[src/rtl/mmu_pkg.sv]
// Shared MMU types: TLB geometry constants, the TLB entry record and the tag extraction helper.
// Pure definitions; no logic, latency or flow control.
package mmu_pkg;

    localparam int TLB_TAG_W     = 17;
    localparam int PAGE_OFFSET_W = 14;
    localparam int TLB_FLAGS_W   = 28;
    localparam int TLB_PHYS_W    = 64;
    localparam int TLB_LRU_CNT_W = 4;

    // One tag covers an even/odd pair of 16 KB pages, hence the extra bit.
    localparam int TLB_TAG_LSB   = PAGE_OFFSET_W + 1;

    typedef logic [TLB_TAG_W-1:0]     tlb_tag_t;
    typedef logic [TLB_LRU_CNT_W-1:0] tlb_cnt_t;

    typedef struct packed {
        logic                   valid;
        tlb_tag_t               tag;
        logic [TLB_FLAGS_W-1:0] flags;
        logic [TLB_PHYS_W-1:0]  phys;
        tlb_cnt_t               cnt;
    } tlb_entry_t;

    function automatic tlb_tag_t tlb_tag_of(input logic [31:0] addr);
        return addr[31:TLB_TAG_LSB];
    endfunction

endpackage

[src/rtl/tlb_victim_select.sv]
// Replacement index for a TLB refill: lowest invalid entry, else lowest-index entry with the smallest usage count.
// Purely combinational, zero latency; no flow control.
module tlb_victim_select
    import mmu_pkg::*;
#(
    parameter int ENTRY_N = 4,
    parameter int IDX_W   = 2
)(
    input  logic     [ENTRY_N-1:0] valid_vec,
    input  tlb_cnt_t [ENTRY_N-1:0] cnt_vec,
    output logic     [IDX_W-1:0]   victim_idx
);

    logic     found_inv;
    tlb_cnt_t min_cnt;

    always_comb begin
        found_inv  = 1'b0;
        victim_idx = '0;
        min_cnt    = cnt_vec[0];
        for (int i = 0; i < ENTRY_N; i++) begin
            if (!found_inv && !valid_vec[i]) begin
                found_inv  = 1'b1;
                victim_idx = IDX_W'(i);
            end
        end
        // Strict less-than keeps ties on the lowest index.
        if (!found_inv) begin
            for (int i = 1; i < ENTRY_N; i++) begin
                if (cnt_vec[i] < min_cnt) begin
                    min_cnt    = cnt_vec[i];
                    victim_idx = IDX_W'(i);
                end
            end
        end
    end

endmodule

[src/rtl/mmu_tlb.sv]
// Fully associative TLB, one tag per 32 KB region, LRU-by-aging replacement; lookup latency 1 cycle, one lookup per cycle, never stalls.
// MMU_TLB_DATA_RESET_EN: when defined, reset also clears tag/flags/descriptor storage.
module mmu_tlb
    import mmu_pkg::*;
#(
    parameter int LRU_TIMING = 10,
    parameter int ENTRY_N    = 4
)(
    input  logic                   iCLOCK,
    input  logic                   inRESET,
    input  logic                   iREMOVE,
    input  logic                   iRD_REQ,
    input  logic [31:0]            iRD_ADDR,
    output logic                   oRD_VALID,
    output logic                   oRD_HIT,
    output logic [TLB_FLAGS_W-1:0] oRD_FLAGS,
    output logic [TLB_PHYS_W-1:0]  oRD_PHYS_ADDR,
    input  logic                   iWR_REQ,
    input  logic [31:0]            iWR_ADDR,
    input  logic [TLB_FLAGS_W-1:0] iWR_FLAGS,
    input  logic [TLB_PHYS_W-1:0]  iWR_PHYS_ADDR
);

    localparam int IDX_W = $clog2(ENTRY_N);
    localparam int TMR_W = (LRU_TIMING > 1) ? $clog2(LRU_TIMING) : 1;

    logic     [ENTRY_N-1:0]     valid_q, valid_d;
    tlb_cnt_t [ENTRY_N-1:0]     cnt_q, cnt_d;
    tlb_tag_t                   tag_q   [ENTRY_N];
    tlb_tag_t                   tag_d   [ENTRY_N];
    logic [TLB_FLAGS_W-1:0]     flags_q [ENTRY_N];
    logic [TLB_FLAGS_W-1:0]     flags_d [ENTRY_N];
    logic [TLB_PHYS_W-1:0]      phys_q  [ENTRY_N];
    logic [TLB_PHYS_W-1:0]      phys_d  [ENTRY_N];
    logic [TMR_W-1:0]           timer_q, timer_d;

    logic                   rd_valid_q, rd_valid_d;
    logic                   rd_hit_q, rd_hit_d;
    logic [TLB_FLAGS_W-1:0] rd_flags_q, rd_flags_d;
    logic [TLB_PHYS_W-1:0]  rd_phys_q, rd_phys_d;

    tlb_tag_t            rd_tag, wr_tag;
    logic                rd_match_any, wr_match_any;
    logic [IDX_W-1:0]    rd_idx, wr_idx, victim_idx, wr_tgt;
    logic                wr_en, lru_tick;
    tlb_entry_t          wr_ent;
    logic                unused_addr_bits;

    assign rd_tag           = tlb_tag_of(iRD_ADDR);
    assign wr_tag           = tlb_tag_of(iWR_ADDR);
    assign unused_addr_bits = ^{iRD_ADDR[TLB_TAG_LSB-1:0], iWR_ADDR[TLB_TAG_LSB-1:0]};

    assign wr_ent = '{valid: 1'b1, tag: wr_tag, flags: iWR_FLAGS,
                      phys: iWR_PHYS_ADDR, cnt: tlb_cnt_t'(1)};

    // Refills never create duplicate tags, so at most one entry can match.
    always_comb begin
        rd_match_any = 1'b0;
        rd_idx       = '0;
        wr_match_any = 1'b0;
        wr_idx       = '0;
        for (int i = 0; i < ENTRY_N; i++) begin
            if (!rd_match_any && valid_q[i] && (tag_q[i] == rd_tag)) begin
                rd_match_any = 1'b1;
                rd_idx       = IDX_W'(i);
            end
            if (!wr_match_any && valid_q[i] && (tag_q[i] == wr_tag)) begin
                wr_match_any = 1'b1;
                wr_idx       = IDX_W'(i);
            end
        end
    end

    tlb_victim_select #(
        .ENTRY_N (ENTRY_N),
        .IDX_W   (IDX_W)
    ) u_victim (
        .valid_vec  (valid_q),
        .cnt_vec    (cnt_q),
        .victim_idx (victim_idx)
    );

    assign wr_tgt   = wr_match_any ? wr_idx : victim_idx;
    assign wr_en    = iWR_REQ && !iREMOVE;
    assign lru_tick = (timer_q == TMR_W'(LRU_TIMING - 1));

    always_comb begin
        timer_d = lru_tick ? '0 : timer_q + 1'b1;

        rd_valid_d = iRD_REQ;
        rd_hit_d   = iRD_REQ && rd_match_any && !iREMOVE;
        rd_flags_d = rd_flags_q;
        rd_phys_d  = rd_phys_q;
        if (iRD_REQ) begin
            rd_flags_d = rd_hit_d ? flags_q[rd_idx] : '0;
            rd_phys_d  = rd_hit_d ? phys_q[rd_idx]  : '0;
        end
    end

    // Entry update order: age, then hit increment, then refill, then flush.
    always_comb begin
        for (int i = 0; i < ENTRY_N; i++) begin
            valid_d[i] = valid_q[i];
            cnt_d[i]   = lru_tick ? (cnt_q[i] >> 1) : cnt_q[i];
            tag_d[i]   = tag_q[i];
            flags_d[i] = flags_q[i];
            phys_d[i]  = phys_q[i];

            if (rd_hit_d && (rd_idx == IDX_W'(i)) && (cnt_d[i] != '1)) begin
                cnt_d[i] = cnt_d[i] + 1'b1;
            end

            if (wr_en && (wr_tgt == IDX_W'(i))) begin
                valid_d[i] = wr_ent.valid;
                cnt_d[i]   = wr_ent.cnt;
                tag_d[i]   = wr_ent.tag;
                flags_d[i] = wr_ent.flags;
                phys_d[i]  = wr_ent.phys;
            end

            if (iREMOVE) begin
                valid_d[i] = 1'b0;
                cnt_d[i]   = '0;
            end
        end
    end

    always_ff @(posedge iCLOCK or negedge inRESET) begin
        if (!inRESET) begin
            valid_q    <= '0;
            cnt_q      <= '0;
            timer_q    <= '0;
            rd_valid_q <= 1'b0;
            rd_hit_q   <= 1'b0;
            rd_flags_q <= '0;
            rd_phys_q  <= '0;
        end else begin
            valid_q    <= valid_d;
            cnt_q      <= cnt_d;
            timer_q    <= timer_d;
            rd_valid_q <= rd_valid_d;
            rd_hit_q   <= rd_hit_d;
            rd_flags_q <= rd_flags_d;
            rd_phys_q  <= rd_phys_d;
        end
    end

`ifdef MMU_TLB_DATA_RESET_EN
    always_ff @(posedge iCLOCK or negedge inRESET) begin
        if (!inRESET) begin
            for (int i = 0; i < ENTRY_N; i++) begin
                tag_q[i]   <= '0;
                flags_q[i] <= '0;
                phys_q[i]  <= '0;
            end
        end else begin
            tag_q   <= tag_d;
            flags_q <= flags_d;
            phys_q  <= phys_d;
        end
    end
`else
    // Data storage is gated by valid bits, so it needs no reset.
    always_ff @(posedge iCLOCK) begin
        tag_q   <= tag_d;
        flags_q <= flags_d;
        phys_q  <= phys_d;
    end
`endif

    assign oRD_VALID     = rd_valid_q;
    assign oRD_HIT       = rd_hit_q;
    assign oRD_FLAGS     = rd_flags_q;
    assign oRD_PHYS_ADDR = rd_phys_q;

endmodule

[config.mk]
export PLATFORM = sky130hd
export DESIGN_NAME = mmu_tlb
export DESIGN_NICKNAME = d
export VERILOG_FILES = /design/src/rtl/mmu_pkg.sv /design/src/rtl/tlb_victim_select.sv /design/src/rtl/mmu_tlb.sv
export SDC_FILE = /design/constraint.sdc
export NUM_CORES = 1
export LEC_CHECK = 0
export BUFFER_PORTS_ARGS = -buffer_cell sky130_fd_sc_hd__buf_2
export CORE_MARGIN = 2
export CORE_UTILIZATION = 62
export CTS_CLUSTER_SIZE = 30
export DETAILED_ROUTE_END_ITERATION = 10
export GPL_TIMING_DRIVEN = 0
export PLACE_DENSITY = 0.84
export SYNTH_ARGS = -nofsm -noshare
export SYNTH_HDL_FRONTEND = slang
export SYNTH_SLANG_ARGS = --single-unit
export TNS_END_PERCENT = 30
[constraint.sdc]
create_clock -name iCLOCK -period 22.3 [get_ports iCLOCK]
set_input_delay 4.46 -clock iCLOCK [delete_from_list [all_inputs] [get_ports iCLOCK]]
set_output_delay 4.46 -clock iCLOCK [all_outputs]
set_load 0.03 [all_outputs]
# Word level (Yosys, flattened, before mapping)
# Cells that the tools add are included.
[totals]
regBits = 554
output_inout_bits = 94
word_cells = 167
input_bits = 161
[op_classes]
bitwise = 1
n_lt_le_gt_ge = 4
reduce_logical = 50
addsub = 5
eq_ne = 19
mux = 63
[op_table]
columns = ["cell", "count"]
rows = [
  ["64-bit two-way mux", 3],
  ["17-bit == test", 8],
  ["64-bit binary-select mux with 2-bit select", 1],
  ["28-bit two-way mux", 3],
  ["4-bit two-way mux", 21],
  ["28-bit binary-select mux with 2-bit select", 1],
  ["1-bit logical AND", 32],
  ["1-bit two-way mux", 23],
  ["2-bit two-way mux", 11],
  ["4-bit by 1-bit adder with 4-bit output, second input constant", 5],
  ["4-bit != test, second input constant", 4],
  ["1-bit zero test", 12],
  ["4-bit < comparator", 3],
  ["2-bit == test, second input constant", 4],
  ["2-bit nonzero test", 4],
  ["2-bit by 1-bit == test with 1-bit output, second input constant", 2],
  ["4-bit == test, second input constant", 1],
  ["2-bit zero test", 2],
  ["3-bit >= comparator, second input constant", 1],
  ["2-bit NOT with 3-bit output", 1],
]

# Depth between registers and ports, before layout
# Gate-level depths: netlist of the first run.
[logic_depth]
depth_word = 22
ltp_mapped = 23

# Modules after synthesis
# Synthesis of the first run repeated with hierarchy kept, for this count alone.
[unflattened]
hier_cells = 1559
hier_area_um2 = 22947.0
[modules_own_cells]
columns = ["module", "seq_area_each_um2", "area_per_inst_um2", "cells_each", "n_inst"]
rows = [
  ["mmu_tlb", 16045.4, 22544.1, 1502, 1],
  ["tlb_victim_select", 0.0, 402.9, 57, 1],
]

# Worst setup path after synthesis of the first run
# Ideal clock, no wire load.
[synth_timing]
path_kind = "input port to flip-flop"
from = "input iWR_ADDR[18]"
to = "register flags_q[56] in the netlist's numbering (enable)"
stages = 8
path_buffers = 1
path_slack_ns = 11.649
t_arrival_ns = 10.088
setup_time_ns = 0.563
path_cell_list = "clkbuf_1 xnor2_1 nand4_1 nor3_1 a211oi_1 a311oi_2 o21ai_1 nor3_2"
[synth_via]
elab_chain_cells = 18
elab_cells_between_ends = 24
classes_between = "eq/ne: 5; mux: 8; reduce/logical: 11"
[synth_rtl]
columns = ["element", "line", "rtl"]
rows = [
  ["start: declaration", "mmu_tlb.sv:19", "input logic [31:0] iWR_ADDR,"],
  ["17-bit == test", "mmu_tlb.sv:67", "if (!wr_match_any && valid_q[i] && (tag_q[i] == wr_tag)) begin"],
  ["1-bit logical AND", "mmu_tlb.sv:67", ""],
  ["1-bit two-way mux", "mmu_tlb.sv:67", ""],
  ["1-bit zero test", "mmu_tlb.sv:67", ""],
  ["1-bit logical AND (2 in series)", "mmu_tlb.sv:67", ""],
  ["1-bit two-way mux", "mmu_tlb.sv:67", ""],
  ["1-bit zero test", "mmu_tlb.sv:67", ""],
  ["1-bit logical AND (2 in series)", "mmu_tlb.sv:67", ""],
  ["1-bit two-way mux", "mmu_tlb.sv:67", ""],
  ["1-bit zero test", "mmu_tlb.sv:67", ""],
  ["1-bit logical AND (2 in series)", "mmu_tlb.sv:67", ""],
  ["2-bit two-way mux or 1-bit two-way mux (tied branches)", "mmu_tlb.sv:67", ""],
  ["2-bit two-way mux (*)", "mmu_tlb.sv:83", "assign wr_tgt = wr_match_any ? wr_idx : victim_idx;"],
  ["2-bit by 1-bit == test with 1-bit output (*)", "mmu_tlb.sv:113", "if (wr_en && (wr_tgt == IDX_W'(i))) begin"],
  ["1-bit logical AND (*)", "mmu_tlb.sv:113", ""],
  ["end signal: assignment", "mmu_tlb.sv:166", "flags_q <= flags_d;"],
  ["end: declaration", "mmu_tlb.sv:31", "logic [TLB_FLAGS_W-1:0] flags_q [ENTRY_N];"],
]
# Mark *: on every way between the ends. The rest lies on a longest branch, timed or not.
# A chain may end at the register's enable or synchronous reset.

# Worst setup path after layout of the first run
[layout_timing]
from = "input iWR_ADDR[25]"
to = "register phys_q[74] in the netlist's numbering (enable)"
[layout_via]
elab_chain_cells = 18
elab_cells_between_ends = 24
classes_between = "eq/ne: 5; mux: 8; reduce/logical: 11"
[layout_rtl]
columns = ["element", "line", "rtl"]
rows = [
  ["17-bit == test", "mmu_tlb.sv:67", ""],
  ["1-bit logical AND", "mmu_tlb.sv:67", ""],
  ["1-bit two-way mux", "mmu_tlb.sv:67", ""],
  ["1-bit zero test", "mmu_tlb.sv:67", ""],
  ["1-bit logical AND (2 in series)", "mmu_tlb.sv:67", ""],
  ["1-bit two-way mux", "mmu_tlb.sv:67", ""],
  ["1-bit zero test", "mmu_tlb.sv:67", ""],
  ["1-bit logical AND (2 in series)", "mmu_tlb.sv:67", ""],
  ["1-bit two-way mux", "mmu_tlb.sv:67", ""],
  ["1-bit zero test", "mmu_tlb.sv:67", ""],
  ["1-bit logical AND (2 in series)", "mmu_tlb.sv:67", ""],
  ["2-bit two-way mux or 1-bit two-way mux (tied branches)", "mmu_tlb.sv:67", ""],
  ["2-bit two-way mux (*)", "mmu_tlb.sv:83", ""],
  ["2-bit == test (*)", "mmu_tlb.sv:113", ""],
  ["1-bit logical AND (*)", "mmu_tlb.sv:113", ""],
  ["end signal: assignment", "mmu_tlb.sv:167", "phys_q <= phys_d;"],
  ["end: declaration", "mmu_tlb.sv:33", "logic [TLB_PHYS_W-1:0] phys_q [ENTRY_N];"],
]
# Marked as above.

==> impl_metrics.env, run 1 <==
export IMPL_syn_inst=1433
export IMPL_grt_start_max_net_pins=73
export IMPL_yosysSeqAreaShare=0.733
export IMPL_peakVddDrop_mv=0.0745
export IMPL_worstSetupEndpointType="register"
export IMPL_grt_usage=0.293
export IMPL_yosys_warnings=0
export IMPL_ant_nets=0
export IMPL_whs_path_depth=2
export IMPL_outcome="completed"
export IMPL_cts_clk_slew_worst_paths_ns=0.06
export IMPL_antenna_found_initial=7
export IMPL_tightest_slew_ns=0.990
export IMPL_setup_viol=0
export IMPL_p_comb_frac=0.038
export IMPL_die_width_um=192
export IMPL_whs_endpoint="oRD_PHYS_ADDR[5]"
export IMPL_synth_fp_nets=1609
export IMPL_drt_first_iter_violations=1857
export IMPL_hold_path_class="reg -> reg"
export IMPL_pwr_share_seq=0.544
export IMPL_yosys_top_cells_area="edfxtp_1, dfrtp_1, a222oi_1, xnor2_1, nor2b_1"
export IMPL_synthesis_area_mm2=0.0219
export IMPL_reg2reg_to="phys_q[147]"
export IMPL_layout_drive_gt1_share=0.202
export IMPL_clock_sinks=554
export IMPL_clk_latency_ns=0.59
export IMPL_crit_fanout=58
export IMPL_wire_per_inst_um=24.0
export IMPL_drt_total_wl_mm=53.5
export IMPL_syn_area_per_cell_um2=15.3
export IMPL_synthFlopType="edfxtp_1"
export IMPL_hold_viol=0
export IMPL_synth_area_leader_cell="edfxtp_1"
export IMPL_core_area_mm2=0.0346
export IMPL_powerDensity_mw_per_mm2=81.9
export IMPL_fin_tns_setup_ns=0
export IMPL_maxSlewHeadroom=0.336
export IMPL_cellLeakagePower_nw=9.36
export IMPL_worstSetupStartpointType="input port"
export IMPL_min_period_ns=7.73
export IMPL_postCtsSetupBuffers=0
export IMPL_cts_inserted_buffers=53
export IMPL_die_y_um=192
export IMPL_area_growth_pct=17.3
export IMPL_hold_start="phys_q[197]"
export IMPL_placed_area_mm2=0.0239
export IMPL_pin_count=255
export IMPL_fin_hold_ws_ns=0.447
export IMPL_required_ns=22.52
export IMPL_power_mw=2.10
export IMPL_synth_commonest_cells="edfxtp_1, dfrtp_1, a21oi_1"
export IMPL_dp_hpwl_mm=34.3
export IMPL_vias=13900
export IMPL_final_area_mm2=0.0257
export IMPL_fin_util=0.741
export IMPL_fin_skew_ns=0.0343
export IMPL_yosysTopAreaCellShare=0.598
export IMPL_drc=0
export IMPL_rows=68
export IMPL_maxCapViolations=0
export IMPL_overflow=0
export IMPL_path_class="in -> reg"
export IMPL_p_sw_frac=0.207
export IMPL_post_route_period_util=0.347
export IMPL_synth_edf_count=436
export IMPL_initial_core_util=0.632
export IMPL_cts_hold_buf=0
export IMPL_worst_ep_arrival_time_ns=7.95
export IMPL_first_pass_iters=9
export IMPL_reg2reg_from="cnt_q[1]"
export IMPL_intPower_mw=1.67
export IMPL_rr_worst_depth=27
export IMPL_cts_root_buf="clkbuf_16"
export IMPL_tritoncts="built"
export IMPL_synthArstFlopShare=0.213
export IMPL_clock_path_buffers=3
export IMPL_yosysMostFrequentCell="edfxtp_1"
export IMPL_vias_per_cell=6.25
export IMPL_io_buffers=224
export IMPL_max_freq_mhz=129
export IMPL_grt_first_pass_wirelength_mm=80.8
export IMPL_die_area_mm2=0.0368
export IMPL_synth_distinct_cells=72
export IMPL_nets=1901
export IMPL_drv_slew=0
export IMPL_cts_repair_resize_count=0
export IMPL_rsz0062_at_grt="no"
export IMPL_synth_seq_cells=554
export IMPL_r2r_slack_ns=15.99
export IMPL_switchingPower_mw=0.435
export IMPL_clockPowerShare=0.418
export IMPL_gp_congestion=0.891
export IMPL_cts_max_level=2
export IMPL_grt_pass1_vias=14000
critical path: stages:
cell and delay, ns:
buf_2 0.12, clkbuf_1 0.25, xor2_1 0.12, nor4_1 0.43, nand3_1 0.25, nor4_2 0.41
a21oi_1 0.10, a21oi_2 0.34, nand3b_1 0.41, inv_6 0.59, buf_16 0.36
metal layers:
layer	share of wire	global-route usage	wire length (µm)	up-vias
met3	0.090	0.0561	4790	105
met1	0.39	0.402	20900	6883
met2	0.49	0.479	26300	753
met4	0.027	0.0979	1460	6
li1	-	-	-	6176
met5	0.00064	0	34	-
power by group through the flow:
stage | Combinational, mW | Clock (mW) | Sequential [mW]
final | 0.0796 | 0.879 | 1.14
after global routing | 0.0862 | 0.927 | 1.14
after CTS | 0.0796 | 0.885 | 1.14
after detailed placement | 0.0789 | 0 | 1.16
after global placement | 0.0710 | 0 | 1.17
after floorplan | 0.0312 | 0 | 1.17
placed cells by master (no fill, tap or decap), types with 43 or more instances in the layout:
cell type / count
xor2_1: 49
clkbuf_16: 53
clkbuf_1: 69
nor2b_1: 96
a21oi_1: 103
edfxtp_1: 436
xnor2_1: 89
a222oi_1: 92
buf_2: 241
dfrtp_1: 118
nand2_1: 43
o21ai_1: 98
sequential cells by signal, summed over array words and instances (netlist names):
signal         count
oRD_VALID          1
tag_q             68
oRD_HIT            1
valid_q            4
timer_q            4
phys_q           256
oRD_FLAGS         28
flags_q          112
oRD_PHYS_ADDR     64
cnt_q             16
cell families after synthesis:
group,Yosys count,synth area share
DFF,554,0.733
AOI/OAI and AO/OA,344,0.106
and+or+nand+nor,277,0.0722
xor gates and xnor gates,140,0.0567
buffers and inverters,96,0.0199
adders and majority gates,15,0.00857
muxes,7,0.00354
area by class of cell:
class,count,area (µm²)
Sequential cell,554,16000
Fill cell,2104,8960
Multi-Input combinational cell,783,5420
Clock buffer,78,1500
Timing Repair Buffer,237,1450
Tap cell,455,569
Buffer,80,375
Clock inverter,22,230
Inverter,16,70.1
Antenna cell,4,10.0
per-stage QoR:
| stage | worst slack [ns] | instances |
|---|---|---|
| final | 14.57 | 2229 |
| after global routing | 14.41 | 2226 |
| after CTS | 14.66 | 2225 |
| after detailed placement | 14.04 | 2125 |
| after global placement | 7.84 | 2112 |
| after floorplan | 11.65 | 1433 |
how the worst max path moves through the flow:
stage	startpoint	end	slack, ns	cells after the start
floorplan	iWR_ADDR[18]	flags_q[56]	11.65	8
global placement	iWR_ADDR[18]	cnt_q[4]	7.84	10
detailed placement	iWR_ADDR[18]	phys_q[152]	14.04	14
CTS	iWR_ADDR[18]	phys_q[158]	14.66	14
global route	iWR_ADDR[25]	phys_q[75]	14.41	11
finish	iWR_ADDR[25]	phys_q[74]	14.57	11
Power figures use the tool's default switching activity.
==> inputs of run 2 (changes only) <==
--- a/config.mk
+++ b/config.mk
@@ -7,11 +7,11 @@
 export LEC_CHECK = 0
 export BUFFER_PORTS_ARGS = -buffer_cell sky130_fd_sc_hd__buf_2
 export CORE_MARGIN = 2
-export CORE_UTILIZATION = 62
+export CORE_UTILIZATION = 58
 export CTS_CLUSTER_SIZE = 30
 export DETAILED_ROUTE_END_ITERATION = 10
 export GPL_TIMING_DRIVEN = 0
-export PLACE_DENSITY = 0.84
+export PLACE_DENSITY = 0.79
 export SYNTH_ARGS = -nofsm -noshare
 export SYNTH_HDL_FRONTEND = slang
 export SYNTH_SLANG_ARGS = --single-unit
==> constraint.sdc (replaced) <==
create_clock -name iCLOCK -period 7.2 [get_ports iCLOCK]
set_input_delay 1.44 -clock iCLOCK [delete_from_list [all_inputs] [get_ports iCLOCK]]
set_output_delay 1.44 -clock iCLOCK [all_outputs]
set_load 0.03 [all_outputs]
==> run 2 against run 1 <==
  * Critical endpoint is now phys_q[145]
  * Count of clock-buffer cells in the layout fell by 5
  * Utilization down 5.3 points
  * Clock power rose to 3.1 times the previous value
  * Sequential share of layout area down 0.20 points
  * Final area increased by 0.33%
  * Setup slack lost 14 ns
  * Combinational power increased to 3.1 times the previous value
  * Global-route usage shrank 2.1 points
  * Total power grew to 3.1 times the previous value
  * Register-to-register slack got worse by 15 ns
  * Via count shrank 0.13%
  * Non-clock buffer count unchanged
==> impl_metrics.env, run 2 (synthesized netlist as in run 1, its figures left out) <==
export IMPL_overflow=0
export IMPL_initial_core_util=0.585
export IMPL_final_cell_mix="edfxtp_1, buf_2, dfrtp_1"
export IMPL_ant_nets=0
export IMPL_fin_skew_ns=0.0163
export IMPL_peakVddDrop_mv=0.218
export IMPL_hold_path_class="reg -> reg"
export IMPL_dp_hpwl_mm=34.0
export IMPL_clk_latency_ns=0.61
export IMPL_post_route_period_util=0.855
export IMPL_clock_sinks=554
export IMPL_maxCapViolations=0
export IMPL_maxSlewHeadroom=0.401
export IMPL_cts_clk_slew_worst_paths_ns=0.06
export IMPL_antenna_found_initial=12
export IMPL_die_y_um=198
export IMPL_fin_hold_ws_ns=0.469
export IMPL_worstSetupEndpointType="register"
export IMPL_largest_reg_flops=256
export IMPL_area_growth_pct=17.6
export IMPL_grt_start_max_net_pins=74
export IMPL_vias=13900
export IMPL_grt_pass1_vias=13800
export IMPL_crit_buf_inv=4
export IMPL_clock_path_buffers=3
export IMPL_nFillCells=2568
export IMPL_nets=1901
export IMPL_cts_root_buf="clkbuf_16"
export IMPL_multi_input_area_mm2=0.00542
export IMPL_largest_register="phys_q"
export IMPL_worst_ep_arrival_time_ns=6.48
export IMPL_cts_hold_buf=0
export IMPL_drt_first_iter_violations=1506
export IMPL_postCtsSetupBuffers=0
export IMPL_die_area_mm2=0.0393
export IMPL_layout_drive_gt1_share=0.203
export IMPL_tritoncts="built"
export IMPL_whs_endpoint="oRD_PHYS_ADDR[15]"
export IMPL_tightest_slew_ns=0.893
export IMPL_vias_per_cell=6.08
export IMPL_placed_area_mm2=0.0240
export IMPL_drt_total_wl_mm=53.7
export IMPL_io_buffers=224
export IMPL_layout_cells_non_filler=2288
export IMPL_die_width_um=198
export IMPL_final_area_mm2=0.0257
export IMPL_cp_top_family="compound AO/OA/AOI/OAI gates"
export IMPL_cts_inserted_buffers=53
export IMPL_whs_path_depth=2
export IMPL_worstSetupStartpointType="register"
export IMPL_max_freq_mhz=162
export IMPL_crit_top_cell="nor2_1"
export IMPL_grt_usage=0.272
export IMPL_hold_viol=0
export IMPL_rr_worst_depth=25
export IMPL_grt_first_pass_wirelength_mm=79.8
export IMPL_final_common_cell="edfxtp_1"
export IMPL_rows=71
export IMPL_critPathSlowestCell="nor3_4"
export IMPL_dp_cells=2181
export IMPL_setup_viol=0
export IMPL_powerDensity_mw_per_mm2=254
export IMPL_path_class="reg -> reg"
export IMPL_critPathMaxStageDelay_ns=0.78
export IMPL_largestRegisters="phys_q (256), flags_q (112), tag_q (68)"
export IMPL_ff_latch_area_mm2=0.0160
export IMPL_drc=0
export IMPL_reg2reg_from="cnt_q[3]"
export IMPL_required_ns=7.52
export IMPL_r2r_slack_ns=1.04
export IMPL_gp_congestion=0.903
export IMPL_outcome="completed"
export IMPL_cts_max_level=2
export IMPL_drv_slew=0
export IMPL_wire_per_inst_um=23.5
export IMPL_first_pass_iters=7
export IMPL_cellLeakagePower_nw=9.36
export IMPL_cts_repair_resize_count=0
export IMPL_reg2reg_to="phys_q[145]"
export IMPL_rsz0062_at_grt="no"
export IMPL_pin_count=255
export IMPL_core_area_mm2=0.0374
export IMPL_crit_fanout=16
export IMPL_min_period_ns=6.16
export IMPL_hold_start="phys_q[207]"
run 2: per-layer routing:
metal	global-route usage	vias up	share of wire
li1	-	6173	-
met1	0.368	6962	0.40
met2	0.440	652	0.49
met3	0.0523	112	0.076
met4	0.108	6	0.030
met5	0	-	0.00060
run 2: stage by stage:
stage	utilization	total power, mW	setup TNS, ns	worst slack (ns)
6_report	0.688	6.54	0	1.04
4_1_cts	0.688	6.57	0	1.11
3_3_place_gp	0.632	3.84	-842.17	-2.39
5_1_grt	0.688	6.71	0	0.608
3_5_place_dp	0.642	3.85	0	1.15
2_1_floorplan	-	3.71	0	0.143
run 2: how the worst max path moves through the flow:
stage          cells past startpoint  slack, ns      from          end
6_report                          25       1.04  cnt_q[3]  phys_q[145]
5_1_grt                           25       0.61  cnt_q[3]  phys_q[154]
4_1_cts                           25       1.11  cnt_q[3]  phys_q[154]
3_5_place_dp                      25       1.15  cnt_q[3]  phys_q[158]
3_3_place_gp                      22      -2.39  cnt_q[1]  phys_q[158]
2_1_floorplan                     22       0.14  cnt_q[1]  flags_q[56]
run 2: tightest hold or removal path, stage by stage (launching register included):
cell and delay [ns]:
edfxtp_1 0.32, a21oi_1 0.05, o21ai_1 0.06
run 2: power by group:
group	total [mW]	internal (mW)	switching, mW
Combinational	0.246	0.0836	0.163
Clock	2.75	1.56	1.19
Sequential	3.54	3.52	0.0211
run 2: layout make-up:
class	instances	share of cell area
flip-flops and latches	554	0.623
multi-input cells	783	0.210
clock buffers	73	0.0564
repair buffers	237	0.0562
well taps	511	0.0248
plain buffers	80	0.0146
clock inverters	26	0.0110
inverters	16	0.00272
diodes	8	0.000778
